$ cat src/rtl/pipe_hazard_ctrl.sv
// Hazard/forwarding controller for the in-order pipeline: operand bypass, Tuse/Tnew stalls, MDU busy timer.
// Optional HAZ_PERF_CNT_EN builds the saturating stall performance counters; otherwise they read 0.
module pipe_hazard_ctrl #(
    parameter int unsigned NSTG        = 3,
    parameter int unsigned AW          = 5,
    parameter int unsigned DW          = 32,
    parameter int unsigned TW          = 2,
    parameter int unsigned MULT_CYCLES = 5,
    parameter int unsigned DIV_CYCLES  = 10
) (
    input  logic                 clk,
    input  logic                 reset,
    input  logic [AW-1:0]        rs_addr_d,
    input  logic [AW-1:0]        rt_addr_d,
    input  logic [TW-1:0]        rs_tuse_d,
    input  logic [TW-1:0]        rt_tuse_d,
    input  logic [DW-1:0]        rs_grf_d,
    input  logic [DW-1:0]        rt_grf_d,
    input  logic                 md_use_d,
    input  logic [NSTG*AW-1:0]   dst_addr_s,
    input  logic [NSTG*TW-1:0]   tnew_s,
    input  logic [NSTG*DW-1:0]   fwd_data_s,
    input  logic                 md_start,
    input  logic                 md_is_div,
    output logic [DW-1:0]        rs_fwd_d,
    output logic [DW-1:0]        rt_fwd_d,
    output logic                 stall,
    output logic                 enable_PC,
    output logic                 enable_IF,
    output logic                 bubble_ID,
    output logic                 md_busy,
    output logic [31:0]          stall_cnt,
    output logic [31:0]          md_stall_cnt
);

    localparam int unsigned CW = 8;

    typedef enum logic {S_IDLE, S_BUSY} md_state_t;

    md_state_t      r_state, w_state_nxt;
    logic [CW-1:0]  r_cnt, w_cnt_nxt;
    logic           w_rs_haz, w_rt_haz;
    logic           w_data_haz, w_md_haz, w_stall_raw;

    // Nearest ready producer supplies the value; any younger-than-needed producer raises a hazard.
    function automatic logic [DW:0] resolve(
        input logic [AW-1:0]      addr,
        input logic [TW-1:0]      tuse,
        input logic [DW-1:0]      grf,
        input logic [NSTG*AW-1:0] dsts,
        input logic [NSTG*TW-1:0] tnews,
        input logic [NSTG*DW-1:0] datas
    );
        logic [DW-1:0] val;
        logic          haz;
        logic          found;
        logic [AW-1:0] d;
        logic [TW-1:0] t;
        val   = grf;
        haz   = 1'b0;
        found = 1'b0;
        for (int k = 0; k < NSTG; k++) begin
            d = dsts[k*AW +: AW];
            t = tnews[k*TW +: TW];
            if (d != '0 && d == addr) begin
                if (!found && t == '0) val = datas[k*DW +: DW];
                found = 1'b1;
                if (tuse != '1 && t > tuse) haz = 1'b1;
            end
        end
        return {haz, val};
    endfunction

    assign {w_rs_haz, rs_fwd_d} = resolve(rs_addr_d, rs_tuse_d, rs_grf_d, dst_addr_s, tnew_s, fwd_data_s);
    assign {w_rt_haz, rt_fwd_d} = resolve(rt_addr_d, rt_tuse_d, rt_grf_d, dst_addr_s, tnew_s, fwd_data_s);

    assign md_busy     = (r_state == S_BUSY);
    assign w_data_haz  = w_rs_haz | w_rt_haz;
    assign w_md_haz    = md_use_d & (md_busy | md_start);
    assign w_stall_raw = w_data_haz | w_md_haz;

    // While reset is held the pipeline runs with ID/EX cleared and no stall.
    assign stall     = reset ? w_stall_raw : 1'b0;
    assign enable_PC = ~stall;
    assign enable_IF = ~stall;
    assign bubble_ID = reset ? w_stall_raw : 1'b1;

    always_ff @(posedge clk or negedge reset) begin
        if (!reset) begin
            r_state <= S_IDLE;
            r_cnt   <= '0;
        end else begin
            r_state <= w_state_nxt;
            r_cnt   <= w_cnt_nxt;
        end
    end

    // MDU timer: a start while busy is ignored since decode is already stalled.
    always_comb begin
        w_state_nxt = r_state;
        w_cnt_nxt   = r_cnt;
        case (r_state)
            S_IDLE: begin
                if (md_start) begin
                    w_cnt_nxt   = md_is_div ? CW'(DIV_CYCLES) : CW'(MULT_CYCLES);
                    w_state_nxt = S_BUSY;
                end
            end
            S_BUSY: begin
                w_cnt_nxt = r_cnt - CW'(1);
                if (r_cnt == CW'(1)) w_state_nxt = S_IDLE;
            end
        endcase
    end

`ifdef HAZ_PERF_CNT_EN
    logic [31:0] r_stall_cnt;
    logic [31:0] r_md_stall_cnt;

    // Saturating counters; a combined data+MDU stall counts once in stall_cnt.
    always_ff @(posedge clk or negedge reset) begin
        if (!reset) begin
            r_stall_cnt    <= '0;
            r_md_stall_cnt <= '0;
        end else begin
            if (stall && r_stall_cnt != '1) r_stall_cnt <= r_stall_cnt + 32'd1;
            if (w_md_haz && r_md_stall_cnt != '1) r_md_stall_cnt <= r_md_stall_cnt + 32'd1;
        end
    end

    assign stall_cnt    = r_stall_cnt;
    assign md_stall_cnt = r_md_stall_cnt;
`else
    assign stall_cnt    = '0;
    assign md_stall_cnt = '0;
`endif

endmodule

$ cat config.mk
export PLATFORM = sky130hd
export DESIGN_NAME = pipe_hazard_ctrl
export DESIGN_NICKNAME = d
export VERILOG_FILES = /design/src/rtl/pipe_hazard_ctrl.sv
export SDC_FILE = /design/constraint.sdc
export NUM_CORES = 1
export LEC_CHECK = 0
export BUFFER_PORTS_ARGS = -buffer_cell sky130_fd_sc_hd__buf_2
export CAP_MARGIN = 30
export CELL_PAD_IN_SITES_DETAIL_PLACEMENT = 0
export CELL_PAD_IN_SITES_GLOBAL_PLACEMENT = 1
export CORE_MARGIN = 8
export CORE_UTILIZATION = 28
export CTS_CLUSTER_SIZE = 28
export DETAILED_ROUTE_END_ITERATION = 8
export PLACE_DENSITY = 0.92
export SYNTH_ARGS = -nofsm -noshare
export SYNTH_HDL_FRONTEND = slang
export SYNTH_SLANG_ARGS = --single-unit
export TNS_END_PERCENT = 20
$ cat constraint.sdc
create_clock -name clk -period 2.5 [get_ports clk]
set_clock_uncertainty 0.2 [all_clocks]
set_input_delay 0.375 -clock clk [delete_from_list [all_inputs] [get_ports clk]]
set_output_delay 0.375 -clock clk [all_outputs]
set_load 0.02 [all_outputs]
# Yosys cells after proc, flatten, opt, wreduce, memory -nomap -nowiden
# Index checks and enable logic that the tools add are counted.
# word_totals
regBits	9
in_bits	200
out_inout_bits	133
word_cells	87
# classes
addsub	1
magnitude_cmp	6
n_eq_ne	10
muxes	36
n_bitwise	6
n_reduce_logical	26
# ops
operator	count
$mux W32	12
$eq A5 B5 Y1	6
$mux W1	20
$logic_and A1 B1 Y1	16
$pmux W8 S2	1
$reduce_bool A5 Y1	3
$gt A2 B2 Y1	6
$eq A8 B1 Y1 const B	1
$mux W8	1
$sub A8 B1 Y8 const B	1
$logic_not A2 Y1	3
$ne A2 B2 Y1 const B	3
$logic_not A1 Y1	4
$mux W4	1
$or A1 B1 Y1	3
$not A1 Y1	2
$pmux W1 S2	1
$and A1 B1 Y1	1

# Depth between registers and ports, before layout
# Gate-level depths: netlist of the first run.
# depth
ltp_word	12
ltp_mapped	8
depth_no_buf	7

# Least setup slack after synthesis of the first run
# OpenSTA, ideal clock, no wires.
# synth_path
path_kind	input port to output port
start	input port dst_addr_s[2]
end	output port rt_fwd_d[0]
t_arrival_ns	2.099
required_ns	1.925
slack_ns	-0.174
cell_stages	7
path_buffers	2
cell_sequence	or4_4 -> nor2_4 -> or3_1 -> buf_4 -> buf_4 -> a211oi_1 -> o31ai_1
# synth_via
elab_chain_cells	9
word_cells_on_any_way	14
cone_classes	1 x eq/ne; 7 x mux; 6 x reduce/logical
# synth_rtl
item	line	rtl
from (decl)	20	input logic [NSTG*AW-1:0] dst_addr_s,
$eq A5 B5 Y1 or $reduce_bool A5 Y1 (tied branches)	65	if (d != '0 && d == addr) begin
$logic_and A1 B1 Y1 *	65	
$mux W1	65	
$logic_not A1 Y1	66	if (!found && t == '0) val = datas[k*DW +: DW];
$logic_and A1 B1 Y1	66	
$mux W32	66	
$mux W32	65	
$mux W32	66	
$mux W32 *	65	
to (decl)	26	output logic [DW-1:0] rt_fwd_d,
# Every way passes the cells marked *; elsewhere a longest branch is shown, timed or not.

# Worst setup path after layout of the first run
# layout_path
start	input port dst_addr_s[3]
end	output port rs_fwd_d[6]
# layout_via
elab_chain_cells	9
word_cells_on_any_way	14
cone_classes	1 x eq/ne; 7 x mux; 6 x reduce/logical
# layout_rtl
item	line	rtl
$eq A5 B5 Y1 or $reduce_bool A5 Y1 (tied branches)	65	
$logic_and A1 B1 Y1 *	65	
$mux W1	65	
$logic_not A1 Y1	66	
$logic_and A1 B1 Y1	66	
$mux W32	66	
$mux W32	65	
$mux W32	66	
$mux W32 *	65	
to (decl)	25	output logic [DW-1:0] rs_fwd_d,
# Marked as above.

==> flow_summary.toml, run 1 <==
[floorplanning]
start_util = 0.283
design.portCount = 333
die_w_um = 142
coreArea_um2 = 15700
dieArea_um2 = 20200
fp-row-count = 46
die_h_um = 142

[sta]
finalCritPeriodShare = 1.16
setup_ws_ns = -0.391
clock.fmax_mhz = 346
rsz0062_at_grt = "yes"
maxSlewViolCount = 0
setup_viol = 68
fin_crit_ns = 2.89
finalHoldViolCount = 0

[clock_network]
cts.root.buffer_cell = "clkbuf_16"
cts_buffer_depth = 2
clk_latency_ns = 0.24
clock-sinks = 9
cts.reportedPaths.clkPinSlew_ns = 0.04
ctsHtreeMaxLevel = 1
cts_buffers = 3
cts_tree = "done"

[route]
drc_errors = 0
num_vias = 6602
drtIter0Drc = 504
wl_um = 26800
drt-pass1-iter-count = 5
vias_per_cell = 5.81
ant_nets = 0
wire_per_inst_um = 23.6

[yosys]
synth.yosys.seq_area_share = 0.0507
syn_area_um2 = 4440
synth_warnings = 0
async_reset_ff_frac = 1.00
synth_edf_count = 0
synthFlopType = "dfrtp_1"
netlist_instances = 557
yosysUniqueCellTypes = 43
synth_seq_cells = 9
avgSynthCellArea_um2 = 7.98

[job]
drv_cap = 0

[setup_path]
critical_path_class = "input port to output port"
cp_common_cell = "buf_4"
cp_max_fo = 20
slowest_delay_ns = 0.58
required_ns = 1.92
startpoint_type = "input port"
critical_path.slowest_cell = "or4_4"
cp.arrival_ns = 2.32
crit_path_end_kind = "output port"
cp_cell_sequence = "buf_8, or4_4, o21ai_4, buf_4, nor3_2, buf_12, a211oi_1, o31ai_4, buf_4"

[final_layout]
final_common_cell = "buf_2"
final_area_um2 = 8100
final_layout_size_suffix_gt1_frac = 0.633
nets = 1127
mostFrequentLayoutCells = "buf_2 (216), buf_4 (149), nand4_1 (64), conb_1 (64), o31ai_2 (52)"
finalNonFillerCells = 1136
synthToLayoutAreaGrowth_pct = 82.3

[place]
port_buffers = 268
gp_congestion = 0.995
dp_cells = 1108
dpl_cell_area_um2 = 6870
place_hpwl_um = 19700
place_ws_ns = -0.443

[outcome]
violations = "negative setup slack"
status = "complete, but fails checks"

[pwr]
p_leak_nw = 3.46
p_per_area_nw_per_um2 = 237
irDropWorstVdd_mv = 0.622

[global_routing]
grt_use_met2 = 0.411
gr-usage-met3 = 0.0322
busiest_layer = "met2"
overflow = 0
first_global_vias = 6694
grt_pass1_wl_um = 37900
antenna_found_initial = 7
grt_util_met1 = 0.283
grt_usage = 0.238
grt_max_degree = 33

[worst_hold_path]
min_path_type = "input port to flop"
metrics by stage:
step	setup TNS (ns)	util	hold slack, ns	power [W]
floorplan	-4.66	-	-0.121	0.000990
global placement	-22.58	0.437	0.0537	0.00143
detailed placement	-25.17	0.437	0.0554	0.00146
CTS	-20.48	0.488	0.269	0.00185
global route	-24.47	0.515	0.310	0.00203
finish	-20.95	0.515	0.264	0.00192
repair_timing:
item / in CTS / in global routing
gates resized for setup: 96 / 75
hold buffers: 1 / 0
endpoints found under the hold margin: 9 / 0
pin swaps: 11 / 13
endpoints found under the setup margin: 68 / 68
setup buffers: 5 / 2
gates cloned: 6 / 3
metal layers:
metal,routed length (µm),share of wire
met5,0,0
met2,13000,0.48
met1,10200,0.38
met3,2300,0.086
met4,1310,0.049
cell type report:
| cell class | instances | area [µm²] |
|---|---|---|
| fill | 1483 | 7610 |
| multi-input combinational | 466 | 4260 |
| timing repair buffer | 423 | 3210 |
| tap | 216 | 270 |
| sequential | 9 | 225 |
| clock buffer | 4 | 78.8 |
| inverter | 10 | 37.5 |
| antenna | 8 | 20.0 |
worst paths after layout:
kind	startpoint	to	slack, ns	depth (start not counted)
min	md_is_div	r_cnt[0]	0.26	4
max in group asynchronous	reset	r_cnt[5]	1.55	2
min in group asynchronous	reset	r_cnt[1]	0.34	2
max	dst_addr_s[3]	rs_fwd_d[6]	-0.39	9
max reg2reg	md_busy	r_cnt[5]	0.38	4
min reg2reg	r_cnt[6]	r_cnt[6]	0.29	1
synthesized netlist by cell type, types with 10 or more instances:
library cell  instances  area share
ha_1                 14       0.039
o31ai_2              60        0.17
nand4_1              64       0.090
inv_1                10      0.0084
xnor2_1              30       0.059
buf_4                75        0.13
clkbuf_1             32       0.027
buf_2                21       0.024
a211oi_1             64        0.11
nand3_1              12       0.014
o32ai_1              64        0.13
sequential cells by signal (all words and copies together), names as in the netlist:
register / flops
r_cnt: 8
md_busy: 1
where the power goes:
group	total [W]	internal, W	switching, W
registers	0.000284	0.000214	0.0000706
logic	0.00135	0.000600	0.000748
clock network	0.000285	0.000213	0.0000722
worst max-delay path, delay by kind of cell:
kind | cells | cell delay [ns]
AO/OA/AOI/OAI | 3 | 0.71
buffers and inverters | 4 | 0.59
AND/OR/NAND/NOR | 2 | 0.65
cells by family (layout without fill, tap and decap cells):
group / count (synthesis) / after routing / share of synthesized area
compound gates: 223 / 223 / 0.458
other cells: 1 / 72 / 0.000844
flops: 9 / 9 / 0.0507
xor+xnor: 30 / 30 / 0.0591
fa+ha+maj: 14 / 14 / 0.0394
buf+inv: 146 / 437 / 0.206
simple gates: 134 / 135 / 0.186
(Power assumes the default switching activity.)
==> inputs of run 2 (changes only) <==
--- a/config.mk
+++ b/config.mk
@@ -13,7 +13,8 @@
 export CORE_UTILIZATION = 28
 export CTS_CLUSTER_SIZE = 28
 export DETAILED_ROUTE_END_ITERATION = 8
-export PLACE_DENSITY = 0.92
+export PLACE_DENSITY = 0.86
+export RECOVER_POWER = 25
 export SYNTH_ARGS = -nofsm -noshare
 export SYNTH_HDL_FRONTEND = slang
 export SYNTH_SLANG_ARGS = --single-unit
==> flow_summary.toml, run 2 (synthesis gave the netlist of run 1 again) <==
[outcome]
status = "complete, but fails checks"
violations = "negative setup slack"

[floorplanning]
fp-row-count = 46
die_w_um = 142
coreArea_um2 = 15700
dieArea_um2 = 20200
die_h_um = 142
design.portCount = 333
start_util = 0.283

[final_layout]
nets = 1160
mostFrequentLayoutCells = "buf_2 (191), buf_4 (161), nand4_1 (64), conb_1 (64), o31ai_2 (52)"
final_layout_size_suffix_gt1_frac = 0.701
synthToLayoutAreaGrowth_pct = 107
fill_cells = 1332
top_register = "r_cnt"
largest_reg_flops = 8
final_area_um2 = 9210
final_common_cell = "buf_2"

[route]
ant_nets = 0
drtIter0Drc = 590
drt-pass1-iter-count = 7
vias_per_cell = 5.88
drc_errors = 0
num_vias = 6893
wl_um = 29200
wire_per_inst_um = 24.9

[clock_network]
cts_tree = "done"
cts.reportedPaths.clkPinSlew_ns = 0.04
cts.root.buffer_cell = "clkbuf_16"
cts_buffer_depth = 2
clock-sinks = 9
ctsHtreeMaxLevel = 1
cts_buffers = 3
clk_latency_ns = 0.23

[global_routing]
grt_max_degree = 33
antenna_found_initial = 9
first_global_vias = 6812
grt_pass1_wl_um = 37800
grt_usage = 0.236
overflow = 0

[worst_hold_path]
min_path_type = "input port to flop"
hold_start = "md_is_div"

[setup_path]
rrSetupSlack_ns = 0.49
cp_max_fo = 8
slowest_delay_ns = 0.62
required_ns = 1.92
critical_path.slowest_cell = "a211oi_1"
crit_path_end_kind = "output port"
r2r_start = "md_busy"
critical_path_class = "input port to output port"
crit_start = "dst_addr_s[0]"
cp_cell_sequence = "buf_8, or4_4, o21ai_4, buf_4, nor3_4, buf_4, a211oi_1, o31ai_2, buf_4"
cp.arrival_ns = 2.61
cp_common_cell = "buf_4"
startpoint_type = "input port"

[pwr]
switching_share = 0.457
internal_power_w = 0.00112
power_frac_clock = 0.136
p_comb_frac = 0.731
p_per_area_nw_per_um2 = 224
seq_power_share = 0.134
irDropWorstVdd_mv = 0.494
p_leak_nw = 3.90
p_switching_w = 0.000943

[sta]
setup_viol = 68
slew_headroom = 0.525
rsz0062_at_grt = "yes"
finalCritPeriodShare = 1.27
maxSlewViolCount = 0
clock.fmax_mhz = 314
worst_pin_slew_ns = 0.709
finalHoldViolCount = 0
fin_crit_ns = 3.18
hold-worst-slack_ns = 0.262
setup_ws_ns = -0.680

[place]
port_buffers = 268
place_hpwl_um = 19600
gp_congestion = 0.934
dpl_cell_area_um2 = 6610

[job]
drv_cap = 0
-- run 2: power groups by stage --
stage	Clock [W]	Sequential, W	Combinational [W]
2_1_floorplan	0	0.000265	0.000725
3_3_place_gp	0	0.000272	0.00114
3_5_place_dp	0	0.000277	0.00116
4_1_cts	0.000289	0.000275	0.00135
5_1_grt	0.000296	0.000288	0.00161
6_report	0.000280	0.000276	0.00151
-- run 2: worst max-delay path: cells and delay by family --
kind | cells | cell delay (ns)
buffers and inverters | 4 | 0.65
AOI/OAI and AO/OA | 3 | 0.93
and+or+nand+nor | 2 | 0.64
-- run 2: area by class of cell --
class | instances | area, µm² | share of cell area
Inverter | 10 | 37.5 | 0.00407
Clock buffer | 4 | 78.8 | 0.00856
Antenna cell | 11 | 27.5 | 0.00299
Sequential cell | 9 | 225 | 0.0244
Timing Repair Buffer | 457 | 3840 | 0.416
Tap cell | 216 | 270 | 0.0293
Multi-Input combinational cell | 465 | 4740 | 0.514
-- run 2: through the flow --
| step | total power [W] | utilization | setup slack [ns] | TNS, ns | instances |
|---|---|---|---|---|---|
| floorplan | 0.000990 | - | -0.0889 | -4.66 | 620 |
| global placement | 0.00141 | 0.421 | -0.532 | -25.88 | 1077 |
| detailed placement | 0.00143 | 0.421 | -0.583 | -28.79 | 1077 |
| CTS | 0.00191 | 0.519 | -0.387 | -19.91 | 1120 |
| global route | 0.00219 | 0.586 | -0.814 | -27.60 | 1170 |
| finish | 0.00206 | 0.586 | -0.680 | -23.58 | 1172 |
-- run 2: final timing paths --
path                       cells past startpoint           to
setup / recovery                               9  rt_fwd_d[5]
hold / removal                                 4     r_cnt[0]
setup reg to reg                               5     r_cnt[5]
hold reg to reg                                1     r_cnt[6]
max in group asynchronous                      2     r_cnt[2]
min in group asynchronous                      2     r_cnt[0]
-- run 2: timing repair --
| action | in CTS | in global routing |
|---|---|---|
| gates cloned | 9 | 3 |
| pin swaps | 26 | 39 |
| endpoints found under the setup margin | 68 | 68 |
| setup buffers | 30 | 39 |
| hold buffers | 1 | 0 |
| hold endpoints to repair | 9 | 0 |
| resized for setup | 212 | 112 |
-- run 2: layer usage --
metal  share of wire  global-route usage  vias up
li1                -                   -     2967
met1            0.35               0.273     3208
met2            0.48               0.394      570
met3           0.096              0.0480      148
met4           0.073               0.140        0
met5               0                   0        -
==> inputs of run 3 (changes only) <==
--- a/config.mk
+++ b/config.mk
@@ -13,7 +13,8 @@
 export CORE_UTILIZATION = 28
 export CTS_CLUSTER_SIZE = 28
 export DETAILED_ROUTE_END_ITERATION = 8
-export PLACE_DENSITY = 0.86
+export HOLD_SLACK_MARGIN = 0.08
+export PLACE_DENSITY = 0.87
 export RECOVER_POWER = 25
 export SYNTH_ARGS = -nofsm -noshare
 export SYNTH_HDL_FRONTEND = slang
==> constraint.sdc (replaced) <==
create_clock -name clk -period 3 [get_ports clk]
set_clock_uncertainty 0.2 [all_clocks]
set_input_delay 0.45 -clock clk [delete_from_list [all_inputs] [get_ports clk]]
set_output_delay 0.45 -clock clk [all_outputs]
set_load 0.02 [all_outputs]
==> flow_summary.toml, run 3 (synthesis gave the netlist of run 1 again) <==
[setup_path]
r2r_start = "md_busy"
critical_path.slowest_cell = "or4_4"
worstPathBufferInverterCount = 5
crit_cells = 10
cp_cell_sequence = "buf_6, or4_4, o21ai_4, buf_6, or3_4, buf_12, o32ai_1, buf_4, o31ai_2, buf_4"
rrSetupSlack_ns = 0.94
startpoint_type = "input port"
critical_path_class = "input port to output port"
cp_top_family = "simple AND/OR/NAND/NOR gates"
crit_path_end_kind = "output port"
slowest_delay_ns = 0.58
cp.arrival_ns = 2.39
rr_worst_depth = 4
cp_max_fo = 6
r2r_end = "r_cnt[5]"
required_ns = 2.35

[clock_network]
clock-sinks = 9
clk_latency_ns = 0.24
cts.reportedPaths.clkPinSlew_ns = 0.04
cts_buffers = 3
cts_buffer_depth = 2
cts_tree = "done"
ctsHtreeMaxLevel = 1
cts.root.buffer_cell = "clkbuf_16"

[pwr]
internal_power_w = 0.000811
power_w = 0.00151
p_switching_w = 0.000700
seq_power_share = 0.155
p_comb_frac = 0.687
power_frac_clock = 0.158
p_per_area_nw_per_um2 = 203
irDropWorstVdd_mv = 0.455
p_leak_nw = 3.16
switching_share = 0.463

[sta]
finalHoldViolCount = 0
worst_pin_slew_ns = 0.596
setup_ws_ns = -0.0421
maxSlewViolCount = 0
slew_headroom = 0.603
tns_ns = -0.420
setup_viol = 22
rsz0062_at_grt = "yes"
fin_crit_ns = 3.04
clock.fmax_mhz = 329
finalCritPeriodShare = 1.01

[outcome]
status = "complete, but fails checks"
violations = "negative setup slack"

[route]
ant_nets = 0
wl_um = 25400
drt-pass1-iter-count = 5
num_vias = 6275
vias_per_cell = 5.74
drc_errors = 0
wire_per_inst_um = 23.2
drtIter0Drc = 448

[floorplanning]
design.portCount = 333
fp-row-count = 46
dieArea_um2 = 20200
die_w_um = 142
die_h_um = 142
start_util = 0.283
coreArea_um2 = 15700

[worst_hold_path]
min_path_cells = 1
min_path_type = "flop to flop"
hold_start = "r_cnt[6]"
holdPathEnd = "r_cnt[6]"

[final_layout]
finalNonFillerCells = 1094
multiInputGateArea_um2 = 4070
top_register = "r_cnt"
seqCellArea_um2 = 225
largest_reg_flops = 8
mostFrequentLayoutCells = "buf_2 (204), buf_4 (129), nand4_1 (64), conb_1 (64), o31ai_2 (59)"
fill_cells = 1577
synthToLayoutAreaGrowth_pct = 67.9
final_layout_size_suffix_gt1_frac = 0.608
nets = 1086
final_common_cell = "buf_2"

[place]
place_hpwl_um = 19300
gp_congestion = 0.960
port_buffers = 268
place_ws_ns = -0.292
dp_cells = 1064

[global_routing]
antenna_found_initial = 8
grt_max_degree = 33
first_global_vias = 6299
grt_pass1_wl_um = 36000
overflow = 0
grt_usage = 0.224

[job]
drv_cap = 0
-- run 3: changes by cell type in the layout (fill, tap and decap cells not counted), sizes merged --
cell	change
buf	-73
diode	-4
and3	+2
clkbuf	-1
bufbuf	-2
-- run 3: layout make-up --
cell class              count  share of cell area
inverters                  10             0.00503
flip-flops and latches      9              0.0302
multi-input cells         467               0.545
clock buffers               4              0.0106
diodes                      7             0.00235
repair buffers            381               0.370
well taps                 216              0.0362
-- run 3: per-stage QoR --
step	hold slack, ns	cell area, µm²	utilization
6_report	0.274	7460	0.475
5_1_grt	0.308	7460	0.475
4_1_cts	0.281	7010	0.446
3_5_place_dp	0.132	6360	0.405
3_3_place_gp	0.129	6340	0.404
2_1_floorplan	-0.0456	4680	-
-- run 3: power by group through the flow --
stage,logic [W],registers [W],clock network [W]
final,0.00104,0.000235,0.000238
after global routing,0.00112,0.000246,0.000246
after CTS,0.000990,0.000234,0.000241
after detailed placement,0.000923,0.000235,0
after global placement,0.000910,0.000232,0
after floorplan,0.000595,0.000221,0
-- run 3: layer usage --
metal | track usage | wire length (µm)
met5 | 0 | 13
met4 | 0.0933 | 1150
met3 | 0.0429 | 2280
met2 | 0.380 | 12300
met1 | 0.271 | 9660
-- run 3: worst max path at each step --
| stage | end | slack, ns | start |
|---|---|---|---|
| floorplan | rt_fwd_d[0] | 0.18 | dst_addr_s[2] |
| global placement | rt_fwd_d[29] | -0.43 | dst_addr_s[7] |
| detailed placement | rt_fwd_d[6] | -0.29 | dst_addr_s[4] |
| CTS | rs_fwd_d[2] | -0.06 | dst_addr_s[0] |
| global route | rs_fwd_d[24] | -0.16 | dst_addr_s[3] |
| finish | rs_fwd_d[27] | -0.04 | dst_addr_s[3] |
-- run 3: timing repair --
action / in CTS / in global routing
cloned: 4 / 3
pin swaps: 30 / 15
setup buffers: 9 / 3
resized for setup: 103 / 69
endpoints found under the hold margin: 9 / 0
hold buffers: 1 / 0
endpoints found under the setup margin: 64 / 65
